[config.mk]
export PLATFORM = sky130hd
export DESIGN_NAME = sha_work_manager
export DESIGN_NICKNAME = d
export VERILOG_FILES = /design/src/rtl/sha_pkg.sv /design/src/rtl/sha_work_assembler.sv /design/src/rtl/sha_work_manager.sv
export SDC_FILE = /design/constraint.sdc
export NUM_CORES = 2
export LEC_CHECK = 0
export BUFFER_PORTS_ARGS = -buffer_cell sky130_fd_sc_hd__buf_2
export CAP_MARGIN = 20
export CELL_PAD_IN_SITES_DETAIL_PLACEMENT = 1
export CELL_PAD_IN_SITES_GLOBAL_PLACEMENT = 2
export CORE_AREA = 3 3 361 363
export CTS_CLUSTER_DIAMETER = 200
export DETAILED_ROUTE_END_ITERATION = 8
export DIE_AREA = 0 0 364 366
export PLACE_DENSITY = 0.68
export SKIP_CTS_REPAIR_TIMING = 1
export SLEW_MARGIN = 20
export SYNTH_ARGS = -nofsm -noshare
export SYNTH_HDL_FRONTEND = slang
export SYNTH_HIERARCHICAL = 1
export SYNTH_SLANG_ARGS = --single-unit
[constraint.sdc]
create_clock -name clk -period 5.15 [get_ports clk]
set_input_delay 0.515 -clock clk [delete_from_list [all_inputs] [get_ports clk]]
set_output_delay 0.515 -clock clk [all_outputs]
set_load 0.02 [all_outputs]
[src/rtl/sha_pkg.sv]
// Shared types and constants for the sha_block work dispatcher.
package sha_pkg;

    typedef enum logic [2:0] {
        ST_IDLE,
        ST_LOAD,
        ST_SOLVE,
        ST_REP_STATUS,
        ST_REP_NONCE
    } work_state_t;

    localparam logic [31:0] STAT_EXHAUSTED = 32'h0;
    localparam logic [31:0] STAT_FOUND     = 32'h1;
    localparam logic [31:0] STAT_CANCELLED = 32'h2;

    localparam int WORK_WORDS = 24;
    localparam int MID_WORDS  = 8;

endpackage

[src/rtl/sha_work_assembler.sv]
// Collects a 24-word work packet into one wide shift register; pulses done on the last word.
module sha_work_assembler
    import sha_pkg::*;
(
    input  logic         clk,
    input  logic         rst,
    input  logic         accept_i,
    input  logic [31:0]  data_i,
    output logic [255:0] mid_state_o,
    output logic [511:0] head_data_o,
    output logic         done_o
);

    logic [WORK_WORDS*32-1:0] sr_q;
    logic [4:0]               cnt_q;

    // Shifting in at the bottom leaves word 0 at the top once all words have arrived.
    always_ff @(posedge clk) begin
        if (rst) begin
            sr_q  <= '0;
            cnt_q <= '0;
        end else if (accept_i) begin
            sr_q  <= {sr_q[WORK_WORDS*32-33:0], data_i};
            cnt_q <= done_o ? 5'd0 : cnt_q + 5'd1;
        end
    end

    assign done_o      = accept_i && (cnt_q == 5'(WORK_WORDS - 1));
    assign mid_state_o = sr_q[WORK_WORDS*32-1 -: MID_WORDS*32];
    assign head_data_o = sr_q[(WORK_WORDS-MID_WORDS)*32-1:0];

endmodule

[src/rtl/sha_work_manager.sv]
// Dispatches work packets to sha_block and returns a (status, nonce) result pair.
module sha_work_manager
    import sha_pkg::*;
#(
    parameter int          LOAD_CYCLES = 2,
    parameter logic [31:0] NONCE_LIMIT = 32'hFFFF_FFFF
) (
    input  logic         clk,
    input  logic         rst,
    input  logic [31:0]  in_data,
    input  logic         in_valid,
    output logic         in_ready,
    input  logic         cancel,
    output logic [255:0] mid_state,
    output logic [511:0] head_data,
    output logic         load_state,
    output logic         solve_en,
    input  logic         flag,
    input  logic [31:0]  golden_nonce,
    input  logic [31:0]  sha_counter,
    output logic [31:0]  out_data,
    output logic         out_valid,
    input  logic         out_ready,
    output logic         busy,
    output logic [15:0]  found_count
);

    work_state_t state_q, state_d;
    logic [3:0]  load_cnt_q, load_cnt_d;
    logic [31:0] status_q, status_d;
    logic [31:0] nonce_q, nonce_d;
    logic [15:0] found_q, found_d;
    logic        pkt_done;

    sha_work_assembler u_asm (
        .clk         (clk),
        .rst         (rst),
        .accept_i    (in_valid && in_ready),
        .data_i      (in_data),
        .mid_state_o (mid_state),
        .head_data_o (head_data),
        .done_o      (pkt_done)
    );

    always_ff @(posedge clk) begin
        if (rst) begin
            state_q    <= ST_IDLE;
            load_cnt_q <= '0;
            status_q   <= '0;
            nonce_q    <= '0;
            found_q    <= '0;
        end else begin
            state_q    <= state_d;
            load_cnt_q <= load_cnt_d;
            status_q   <= status_d;
            nonce_q    <= nonce_d;
            found_q    <= found_d;
        end
    end

    always_comb begin
        state_d    = state_q;
        load_cnt_d = load_cnt_q;
        status_d   = status_q;
        nonce_d    = nonce_q;
        found_d    = found_q;
        unique case (state_q)
            ST_IDLE: begin
                load_cnt_d = '0;
                if (pkt_done) state_d = ST_LOAD;
            end
            ST_LOAD: begin
                if (load_cnt_q == 4'(LOAD_CYCLES - 1)) state_d = ST_SOLVE;
                else load_cnt_d = load_cnt_q + 4'd1;
            end
            ST_SOLVE: begin
                // Priority: flag, then exhaustion, then cancel.
                if (flag) begin
                    status_d = STAT_FOUND;
                    nonce_d  = golden_nonce;
                    if (found_q != 16'hFFFF) found_d = found_q + 16'd1;
                    state_d  = ST_REP_STATUS;
                end else if (sha_counter >= NONCE_LIMIT) begin
                    status_d = STAT_EXHAUSTED;
                    nonce_d  = sha_counter;
                    state_d  = ST_REP_STATUS;
                end else if (cancel) begin
                    status_d = STAT_CANCELLED;
                    nonce_d  = sha_counter;
                    state_d  = ST_REP_STATUS;
                end
            end
            ST_REP_STATUS: if (out_ready) state_d = ST_REP_NONCE;
            ST_REP_NONCE:  if (out_ready) state_d = ST_IDLE;
            default:       state_d = ST_IDLE;
        endcase
    end

    assign in_ready    = (state_q == ST_IDLE) && !rst;
    assign load_state  = (state_q == ST_LOAD);
    assign solve_en    = (state_q == ST_SOLVE);
    assign busy        = (state_q != ST_IDLE);
    assign out_valid   = (state_q == ST_REP_STATUS) || (state_q == ST_REP_NONCE);
    assign out_data    = (state_q == ST_REP_STATUS) ? status_q :
                         (state_q == ST_REP_NONCE)  ? nonce_q  : 32'h0;
    assign found_count = found_q;

endmodule

==> results.toml <==
[run_status]
status = "complete, no violations"

[worst_hold_path]
min-delay-start = "in_data[17]"
hold_path.class = "primary input to flop"

[grt]
antenna_found_initial = 8
grt_pass1_vias = 23400
grt_max_degree = 219
grtUsageTotal_pct = 16.7
grt_remaining_overflow = 0
grt_pass1_wl_mm = 167

[worst_setup_path]
reg2reg_slack_ns = 2.04
worst_setup_path_start_kind = "flop"
rr_startpoint = "state_q[2]$_SDFFE_PP0P_"
critical_path.max_fanout = 134
startpoint = "state_q[2]$_SDFFE_PP0P_"
critical_path_class = "flop to flop"
r2r-end = "u_asm/sr_q[400]$_SDFFE_PP0P_"
cp-endpoint = "u_asm/sr_q[400]$_SDFFE_PP0P_"
reg2reg_depth = 7
critPathRequiredTime_ns = 5.67
crit_arrival_ns = 3.64
worst_setup_path_end_kind = "flop"

[synthesis]
syn_area_um2 = 31200
syn_nets = 2947
synth_cells = 2841
ys_types = 54
synth_compound_area_share_pct = 2.53
yosys_warnings = 6
synth_mux_area_share_pct = 25.8
seq_area_frac_synth_pct = 53.2
syn_avg_cell_area_um2 = 11.0
synth_xor_area_share_pct = 0.449
synth_top_family_by_area = "multiplexers"
synth-seq-cells = 830
yosys.area_share.adder_pct = 0.160
synthSimpleGateAreaFrac_pct = 11.6

[placed_design]
place_inst = 5244
pre_cts_slack_ns = 2.05
placed_area_um2 = 36300
numPortBuffers = 922
gp_congestion = 0.791
dpl.hpwl_mm = 86.5

[power]
p_comb_share_pct = 11.5
p_sw_uw = 4040
vdd_drop_max_mv = 0.260
p_sw_share_pct = 26.1
seqPwrFrac_pct = 42.8
power_density_nw_per_um2 = 391
power.leakage_uw = 0.0176
p_clk_share_pct = 45.7
p_int_uw = 11400

[timing]
rsz0062_at_grt = "no"
period_minus_slack_ns = 3.11
drv_slew = 0
fmaxAchievable_mhz = 321
layout_setup_ws_ns = 2.04
slew_headroom_pct = 20.9
hold_viol_final = 0
finalSetupTns_ns = 0
hold_ws_ns = 0.0484
setup_viol = 0
worst_slew_pin_slew_ns = 1.19
fin_crit_sh_pct = 60.4
finClkSkew_ns = 0.0413

[floorplanning]
io_pins = 923
die_h_um = 366
core_um2 = 127000
dieArea_um2 = 133000
rows = 131
die_width_um = 364
start_util_pct = 24.5

[layout]
synthToLayoutAreaGrowth_pct = 26.7
layout.cells.non_filler = 5427
final_cell_area_um2 = 39600
layout-drive-gt1-share_pct = 30.7
fin_nets = 3787
fill_cells = 14600

[clock_network]
cts_tree = "built"
clkSlewWorstSetupHoldPaths_ns = 0.06
clock_sinks = 830
numCtsBuffers = 97
clockBufferDepth = 3
clk_latency_ns = 0.70
h-tree-depth = 3
root_buffer = "clkbuf_16"

[drt]
wl_mm = 116
dr.pass1.iters = 5
drt_iter0_markers = 1193
avgRoutedWirePerCell_um = 21.4
drc_errors = 0
viasPerCell = 4.31
vias = 23400
detail-route-antenna-nets = 0

[flow_run]
max_cap_viol_count = 0
[cell families (layout without fill, tap and decap cells)]
family          count (synthesis)  after routing
simple gates                  887            887
other cells                     0              4
fa+ha+maj                       4              4
xor+xnor                       16             16
flops                         830            830
mux                           805            805
compound gates                 91             91
buf+inv                       208           1128
[area by class of cell]
type,instances,area [µm²],share of cell area (%)
multi-input combinational,1803,12700,32.0
timing repair buffer,941,4880,12.3
clock inverter,39,460,1.16
sequential,830,16600,42.0
clock buffer,140,2850,7.20
antenna,4,10.0,0.0253
inverter,8,30.0,0.0758
tap,1662,2080,5.25
[worst min path at each step]
stage,end,slack (ns),depth (start not counted)
after global routing,u_asm/sr_q[21]$_SDFFE_PP0P_,0.001,3
after floorplan,status_q[0]$_SDFFE_PP0P_,0.46,2
final,u_asm/sr_q[17]$_SDFFE_PP0P_,0.05,3
after detailed placement,u_asm/sr_q[755]$_SDFFE_PP0P_,0.48,2
after CTS,u_asm/sr_q[17]$_SDFFE_PP0P_,-0.03,3
after global placement,u_asm/sr_q[746]$_SDFFE_PP0P_,0.47,2
[placed cells by master (no fill, tap or decap), drive strengths merged, types with 3 or more instances in the layout]
cell and n:
a211oi 38, mux2i 805, dfxtp 830, nor3b 3
diode 4, and2 33, bufinv 6, clkinv 26
and3 8, nor2 793, nand2 4, o21ai 4
nand4 19, nand2b 4, xnor2 8, clkbuf 140
a21oi 38, xor2 8, buf 941, inv 13
nor3 5, ha 4, nand3 6
[state kept, by name, indices dropped and copies added (netlist names)]
register and count:
u_asm/sr_q 768, nonce_q 32, found_count 16, u_asm/cnt_q 5
load_cnt_q 4, state_q 3, status_q 2
[metal layers]
layer | up-vias | track usage [%] | wire length (µm)
met5 | - | 0 | 0
met1 | 11300 | 18.9 | 46900
met4 | 0 | 4.75 | 3050
met2 | 630 | 29.3 | 57600
li1 | 11300 | - | -
met3 | 141 | 5.89 | 8890
[Yosys cell counts (all sizes together)]
library cell	n	share of area, %
a211o	2	0.084
a211oi	38	1.4
a21bo	1	0.032
a21o	2	0.052
a21oi	38	0.61
a22o	2	0.056
a311oi	1	0.048
a31oi	1	0.020
and2	33	0.67
and3	8	0.16
and3b	1	0.028
and4	2	0.056
and4bb	1	0.040
buf	175	5.9
clkbuf	25	0.30
dfxtp	830	53
ha	4	0.16
inv	8	0.096
mux2i	805	26
nand2	4	0.048
nand2b	4	0.080
nand3	6	0.11
nand3b	2	0.048
nand4	19	0.40
nand4b	1	0.028
nor2	793	9.5
nor2b	1	0.020
nor3	5	0.080
nor3b	3	0.14
nor4	2	0.080
o21ai	4	0.10
o221ai	1	0.048
o22ai	1	0.040
or3b	1	0.028
or4	1	0.024
xnor2	8	0.22
xor2	8	0.22
[critical path, stage by stage, from the launching register on]
cell     delay (ns)
dfxtp_1        0.41
nor3_1         0.39
inv_2          0.14
nor2_1         0.15
and2_4         0.54
buf_12         0.65
mux2i_1        0.29
nor2_1         0.06
[metrics by stage]
step                power [µW]  util [%]
floorplan                 8500         -
global placement          8550      28.5
detailed placement        8550      28.5
CTS                      15700      31.1
global route             16100      31.1
finish                   15500      31.1
[power groups by stage]
stage                     clock (µW)  combinational (µW)  sequential, µW
after floorplan                    0                1700            6790
after global placement             0                1780            6760
after detailed placement           0                1780            6770
after CTS                       7330                1790            6630
after global routing            7610                1880            6640
final                           7080                1770            6630
(Power assumes the default switching activity.)
